File: src/rtl/shift_arbiter.sv
// Two-port round-robin arbiter in front of one SLL/SRL/SRA barrel shifter, result held in a one-entry tagged buffer.
// Latency: one cycle from accept to o_rsp_valid. Backpressure: a full buffer with i_rsp_ready low drops both readys.
// Readys are combinational on the valids; the buffer is refilled in the same cycle it drains.
module shift_arbiter #(
    parameter int N = 32
) (
    input  logic         i_clk,
    input  logic         i_rst,
    input  logic         i_req0_valid,
    output logic         o_req0_ready,
    input  logic [1:0]   i_req0_op,
    input  logic [N-1:0] i_req0_a,
    input  logic [N-1:0] i_req0_b,
    input  logic         i_req1_valid,
    output logic         o_req1_ready,
    input  logic [1:0]   i_req1_op,
    input  logic [N-1:0] i_req1_a,
    input  logic [N-1:0] i_req1_b,
    output logic         o_rsp_valid,
    input  logic         i_rsp_ready,
    output logic         o_rsp_id,
    output logic [N-1:0] o_rsp_data,
    output logic         o_busy
);
    localparam int SHW = $clog2(N);

    logic         rsp_vld_q, rsp_vld_d;
    logic         rsp_id_q, rsp_id_d;
    logic [N-1:0] rsp_dat_q, rsp_dat_d;
    logic         last_grant_q, last_grant_d;

    logic           gnt_vld;
    logic           gnt_id;
    logic           can_load;
    logic           accept;
    logic [1:0]     sel_op;
    logic [N-1:0]   sel_a;
    logic [SHW-1:0] sel_sh;
    logic [N-1:0]   shift_res;

    always_comb begin
        gnt_vld  = i_req0_valid | i_req1_valid;
        // On a tie the requester that did not win last time goes next.
        gnt_id   = (i_req0_valid && i_req1_valid) ? ~last_grant_q : i_req1_valid;
        can_load = !rsp_vld_q || i_rsp_ready;
        accept   = !i_rst && can_load && gnt_vld;

        o_req0_ready = accept && !gnt_id;
        o_req1_ready = accept && gnt_id;

        sel_op = gnt_id ? i_req1_op : i_req0_op;
        sel_a  = gnt_id ? i_req1_a  : i_req0_a;
        sel_sh = gnt_id ? i_req1_b[SHW-1:0] : i_req0_b[SHW-1:0];
    end

    always_comb begin
        shift_res = sel_a;
        case (sel_op)
            2'b00:   shift_res = sel_a << sel_sh;
            2'b01:   shift_res = sel_a >> sel_sh;
            2'b10:   shift_res = $signed(sel_a) >>> sel_sh;
            default: shift_res = sel_a;
        endcase
    end

    always_comb begin
        rsp_vld_d    = rsp_vld_q;
        rsp_id_d     = rsp_id_q;
        rsp_dat_d    = rsp_dat_q;
        last_grant_d = last_grant_q;
        if (accept) begin
            rsp_vld_d    = 1'b1;
            rsp_id_d     = gnt_id;
            rsp_dat_d    = shift_res;
            last_grant_d = gnt_id;
        end else if (i_rsp_ready) begin
            rsp_vld_d = 1'b0;
        end
    end

    // last_grant resets to 1 so requester 0 wins the first tie.
    always_ff @(posedge i_clk) begin
        if (i_rst) begin
            rsp_vld_q    <= 1'b0;
            rsp_id_q     <= 1'b0;
            rsp_dat_q    <= '0;
            last_grant_q <= 1'b1;
        end else begin
            rsp_vld_q    <= rsp_vld_d;
            rsp_id_q     <= rsp_id_d;
            rsp_dat_q    <= rsp_dat_d;
            last_grant_q <= last_grant_d;
        end
    end

    assign o_rsp_valid = rsp_vld_q;
    assign o_rsp_id    = rsp_id_q;
    assign o_rsp_data  = rsp_dat_q;
    assign o_busy      = rsp_vld_q | i_req0_valid | i_req1_valid;

endmodule
File: config.mk
export PLATFORM = sky130hd
export DESIGN_NAME = shift_arbiter
export DESIGN_NICKNAME = d
export VERILOG_FILES = /design/src/rtl/shift_arbiter.sv
export SDC_FILE = /design/constraint.sdc
export NUM_CORES = 1
export LEC_CHECK = 0
export CORE_MARGIN = 5
export CORE_UTILIZATION = 30
export CTS_CLUSTER_SIZE = 14
export DETAILED_ROUTE_END_ITERATION = 10
export DONT_BUFFER_PORTS = 1
export GPL_TIMING_DRIVEN = 0
export PLACE_DENSITY = 0.49
export SYNTH_ARGS = -nofsm -noshare
export SYNTH_HDL_FRONTEND = slang
export SYNTH_SLANG_ARGS = --single-unit
File: constraint.sdc
create_clock -name i_clk -period 3.3 [get_ports i_clk]
set_clock_uncertainty 0.2 [all_clocks]
set_input_delay 0.825 -clock i_clk [delete_from_list [all_inputs] [get_ports i_clk]]
set_output_delay 0.825 -clock i_clk [all_outputs]
set_load 0.01 [all_outputs]
## Word-level counts from Yosys, hierarchy flattened

Index checks and enable logic that the tools add are counted.

| word-level totals | value |
|---|---|
| flip-flop bits (word level) | 35 |
| input bits | 137 |
| output and inout port bits | 37 |

| operators by class | value |
|---|---|
| shift-type cells | 3 |
| reduce and logical (&&, ||, !) cells | 11 |
| muxes and demuxes | 7 |
| bitwise logic cells | 4 |
| equal/unequal tests | 2 |

Operators by type and width:

| cell | count |
|---|---|
| one-hot mux 32 bit (3 select lines) | 1 |
| two-way mux 32 bit | 1 |
| left shift 32 x 5 -> 32 bit | 1 |
| right shift 32 x 5 -> 32 bit | 1 |
| >>> shifter 32 x 5 -> 32 bit | 1 |
| logical AND 1 bit | 5 |
| two-way mux 5 bit | 1 |
| zero test 1 bit | 3 |
| two-way mux 1 bit | 3 |
| OR 1 bit | 3 |
| equality test 2 x 1 -> 1 bit (second input constant) | 1 |
| equality test 2 bit (second input constant) | 1 |
| zero test 2 bit | 1 |
| two-way mux 2 bit | 1 |
| nonzero test 2 bit | 1 |
| logical OR 1 bit | 1 |
| inverter 1 bit | 1 |

## Depth between registers and ports, before layout

| depth | value |
|---|---|
| depth in word-level cells | 5 |
| depth in mapped cells | 11 |

## Worst setup path after synthesis

OpenSTA, ideal clock, no wires.

| path | value |
|---|---|
| kind | input to output |
| start | in i_req1_valid |
| end | out o_req1_ready |
| arrival | 2.127 ns |
| setup slack | 0.148 ns |
| stages | 7 |
| cell sequence | a21bo_4 buf_6 buf_6 buf_2 buf_2 buf_1 nor2_1 |

| between the ends | value |
|---|---|
| cells in the longest elaborated chain, start to end | 3 |

Ends and longest elaborated chain:

| element | RTL line | text |
|---|---|---|
| from (decl) | 14 | `input logic i_req1_valid,` |
| OR 1 bit or logical AND 1 bit (tied branches) | 42, 44 |  |
| logical AND 1 bit or two-way mux 1 bit (tied branches) | 46, 44 |  |
| logical AND 1 bit * | 49 | `o_req1_ready = accept && gnt_id;` |
| to (decl) | 15 | `output logic o_req1_ready,` |

Every way passes the cells marked *; elsewhere a longest branch is shown, timed or not.

## Final worst setup path

| path | value |
|---|---|
| start | in i_req1_valid |
| end | reg rsp_dat_q[14], in the netlist o_rsp_data[14] |

| between the ends | value |
|---|---|
| cells in the longest elaborated chain, start to end | 5 |

Ends and longest elaborated chain:

| element | RTL line | text |
|---|---|---|
| logical AND 1 bit | 44 | `gnt_id = (i_req0_valid && i_req1_valid) ? ~last_grant_q : i_req1_valid;` |
| two-way mux 1 bit | 44 |  |
| two-way mux 32 bit (tied with other cells) | 52 | `sel_a = gnt_id ? i_req1_a : i_req0_a;` |
| >>> shifter 32 x 5 -> 32 bit (tied with other cells) | 61 | `2'b10: shift_res = $signed(sel_a) >>> sel_sh;` |
| one-hot mux 32 bit (3 select lines) | 58 | `case (sel_op)` |
| to (signal assigned) | 91 | `rsp_dat_q <= rsp_dat_d;` |
| to (decl) | 29 | `logic [N-1:0] rsp_dat_q, rsp_dat_d;` |

Several ways; a longest one is shown, not always the timed one.
A chain may end at the register's enable or synchronous reset.

==> out/qor.yml <==
detailed_routing:
  first_pass_iters: 6
  drt_iter0_drc: 1222
  routedWlPerCell_um: 40.1
  viasPerCell: 7.08
  postRouteWirelength_um: 52900
  drc_errors: 0
  postRouteAntennaNets: 0
  vias: 9340
run:
  maxCapViolCount: 0
min_path:
  hp-class: "reg2reg"
clock_tree:
  clk_latency_ns: 0.29
  cts_tree: "yes"
  ctsHoldBuffers: 0
  cts-root-buf: "clkbuf_16"
  cts.path.max_buffers: 2
  cts_buffers: 5
  clk_pin_slew_worst_paths_ns: 0.06
  clkSinkCount: 35
  htreeDepth: 2
run_status:
  violations: "negative setup slack"
  status: "finished, violations left"
die:
  core-area_sq_um: 25300
  initial_core_util: 0.306
  io-pin-count: 174
  die_w_um: 171
  die_h_um: 171
  die_area_sq_um: 29100
  placementRows: 58
place:
  postPlaceCellArea_sq_um: 8170
  dp.final_hpwl_um: 41800
  place.gp.congestion: 1.03
  io_buffers: 0
  dp_slack_ns: -1.31
  dp.cells: 1305
yosys:
  synth_cell_type_count: 67
  seq_area_frac_synth: 0.0905
  muxShareOfSynthArea: 0.443
  synth_fp_nets: 1111
  synth-simple-area-share: 0.153
  ys.flop_type: "dfxtp_1"
  synth_warnings: 0
  synth-seq-cells: 35
  syn_area_per_cell_sq_um: 7.95
  synth_top_family_by_area: "multiplexers"
  syn_area_sq_um: 7740
  synth-xor-area-share: 0
  synth_compound_area_frac: 0.244
  netlist_instances: 974
  yosys.area.top_type_share: 0.317
  synth-adder-area-share: 0
  synth_most_common_cell: "mux2i_1"
  synth.area.top_cells: "mux2i_1 32%, dfxtp_1 9.0%, mux4_2 7.3%"
  synth-edff-count: 0
  yosys.area.top_type: "mux2i_1"
  synthArstFlopShare: 0
  synthTopCellsByCount: "245 x mux2i_1, 115 x nand2_1, 66 x nor2_1"
critical_path:
  arrival_ns: 3.37
  crit_family: "compound AO/OA/AOI/OAI gates"
  cp.required_ns: 3.28
  crit_top_cell: "buf_6"
  worstSetupPathType: "in2reg"
  path_cells: "a21bo_4 > buf_6 > buf_6 > buf_6 > mux2i_2 > buf_6 > nor2_1 > o21ai_0 > a221oi_1 > a22o_1"
  critPathSlowestCell: "o21ai_0"
  critPathMaxStageDelay_ns: 0.61
  critPathMaxFanout: 10
  crit_path_start_kind: "input pin"
  worstSetupEndpointType: "register"
  path_buf_inv: 4
layout:
  final_cells: 1319
  area_growth_pct: 14.6
  final_nets: 1125
  diodes: 0
  drive_gt1_frac: 0.224
  fin_area_sq_um: 8880
power:
  leakage_nw: 3.55
  powerDensity_nw_per_um2: 347
  power_mw: 3.08
  ir_drop_v: 0.000150
grt:
  antenna_found_initial: 0
  grt_pass1_wl_um: 72800
  track_usage: 0.350
  grt_pass1_vias: 9019
  grt_overflow: 0
  grt_max_degree: 11
timing:
  grt_setup_unrepaired: "true"
  fin_crit_ns: 3.38
  final.setup.worst_slack_ns: -0.0830
  timing.final.crit_share: 1.03
  relSlewSlack: 0.284
  finalHoldWorstSlack_ns: 0.314
  max_freq_mhz: 296
  worst_slew_pin_slew_ns: 1.07
  final_hold_viol_count: 0
  setup_violations: 4
  slew_viol_final: 0
tightest hold or removal path: cells and delay by family (launching register included):
family / cells / cell delay (ns)
DFF: 1 / 0.34
and+or+nand+nor: 2 / 0.12
kinds of logic (layout without fill, tap and decap cells):
logic type,count (synthesis),after routing
AOI/OAI and AO/OA,274,274
buffers and inverters,93,108
DFF,35,35
muxes,304,304
and+or+nand+nor,268,268
per-stage QoR:
step,util,setup TNS [ns]
5_1_grt,0.351,-0.0332
6_report,0.351,-0.107
2_1_floorplan,-,0
3_5_place_dp,0.323,-30.95
3_3_place_gp,0.322,-33.34
4_1_cts,0.341,-0.109
layer usage:
layer	part of all wire	GRT usage	vias to the layer above
li1	-	-	3820
met1	0.41	0.471	4672
met2	0.43	0.533	712
met3	0.11	0.0922	136
met4	0.055	0.145	0
met5	0	0	-
layout make-up:
type	count	area (sq um)
Sequential cell	35	701
Clock buffer	7	133
Multi-Input combinational cell	846	6880
Fill cell	2684	16400
Timing Repair Buffer	8	76.3
Tap cell	330	413
Clock inverter	1	5.00
Buffer	88	654
Inverter	4	15.0
cell usage in the layout (no fill, tap or decap), types with 10 or more instances in the layout:
cell	instances
a211oi_1	27
a21oi_1	54
a31oi_1	31
buf_2	22
buf_4	19
buf_6	24
clkbuf_2	12
clkbuf_4	10
dfxtp_1	35
mux2_2	29
mux2i_1	217
mux2i_2	18
mux2i_4	14
mux4_2	25
nand2_1	114
nand3_1	32
nor2_1	62
nor3_1	10
o211ai_1	11
o21ai_0	37
o221ai_1	14
sequential cells by signal, summed over array words and instances (netlist names):
register / cells
o_rsp_data: 32
last_grant_q: 1
o_rsp_id: 1
o_rsp_valid: 1
final timing paths:
kind	start	to	slack [ns]	cells past startpoint
setup / recovery	i_req1_valid	o_rsp_data[14]	-0.08	10
hold / removal	o_rsp_data[26]	o_rsp_data[26]	0.31	2
hold reg to reg	o_rsp_data[26]	o_rsp_data[26]	0.31	2
setup reg to reg	last_grant_q	o_rsp_data[14]	-0.07	10
power by group:
part           total, mW  switching, mW  internal, mW
registers          0.554         0.0744         0.480
clock network      0.475          0.196         0.280
logic               2.05           1.34         0.708
what timing repair did:
action | in CTS | in global routing
setup endpoints to repair | 36 | 30
endpoints found under the hold margin | 0 | 0
pin swaps | 1 | 2
setup buffers | 3 | 4
resized for setup | 79 | 56
Note: power is estimated with default switching activity, not from simulation.
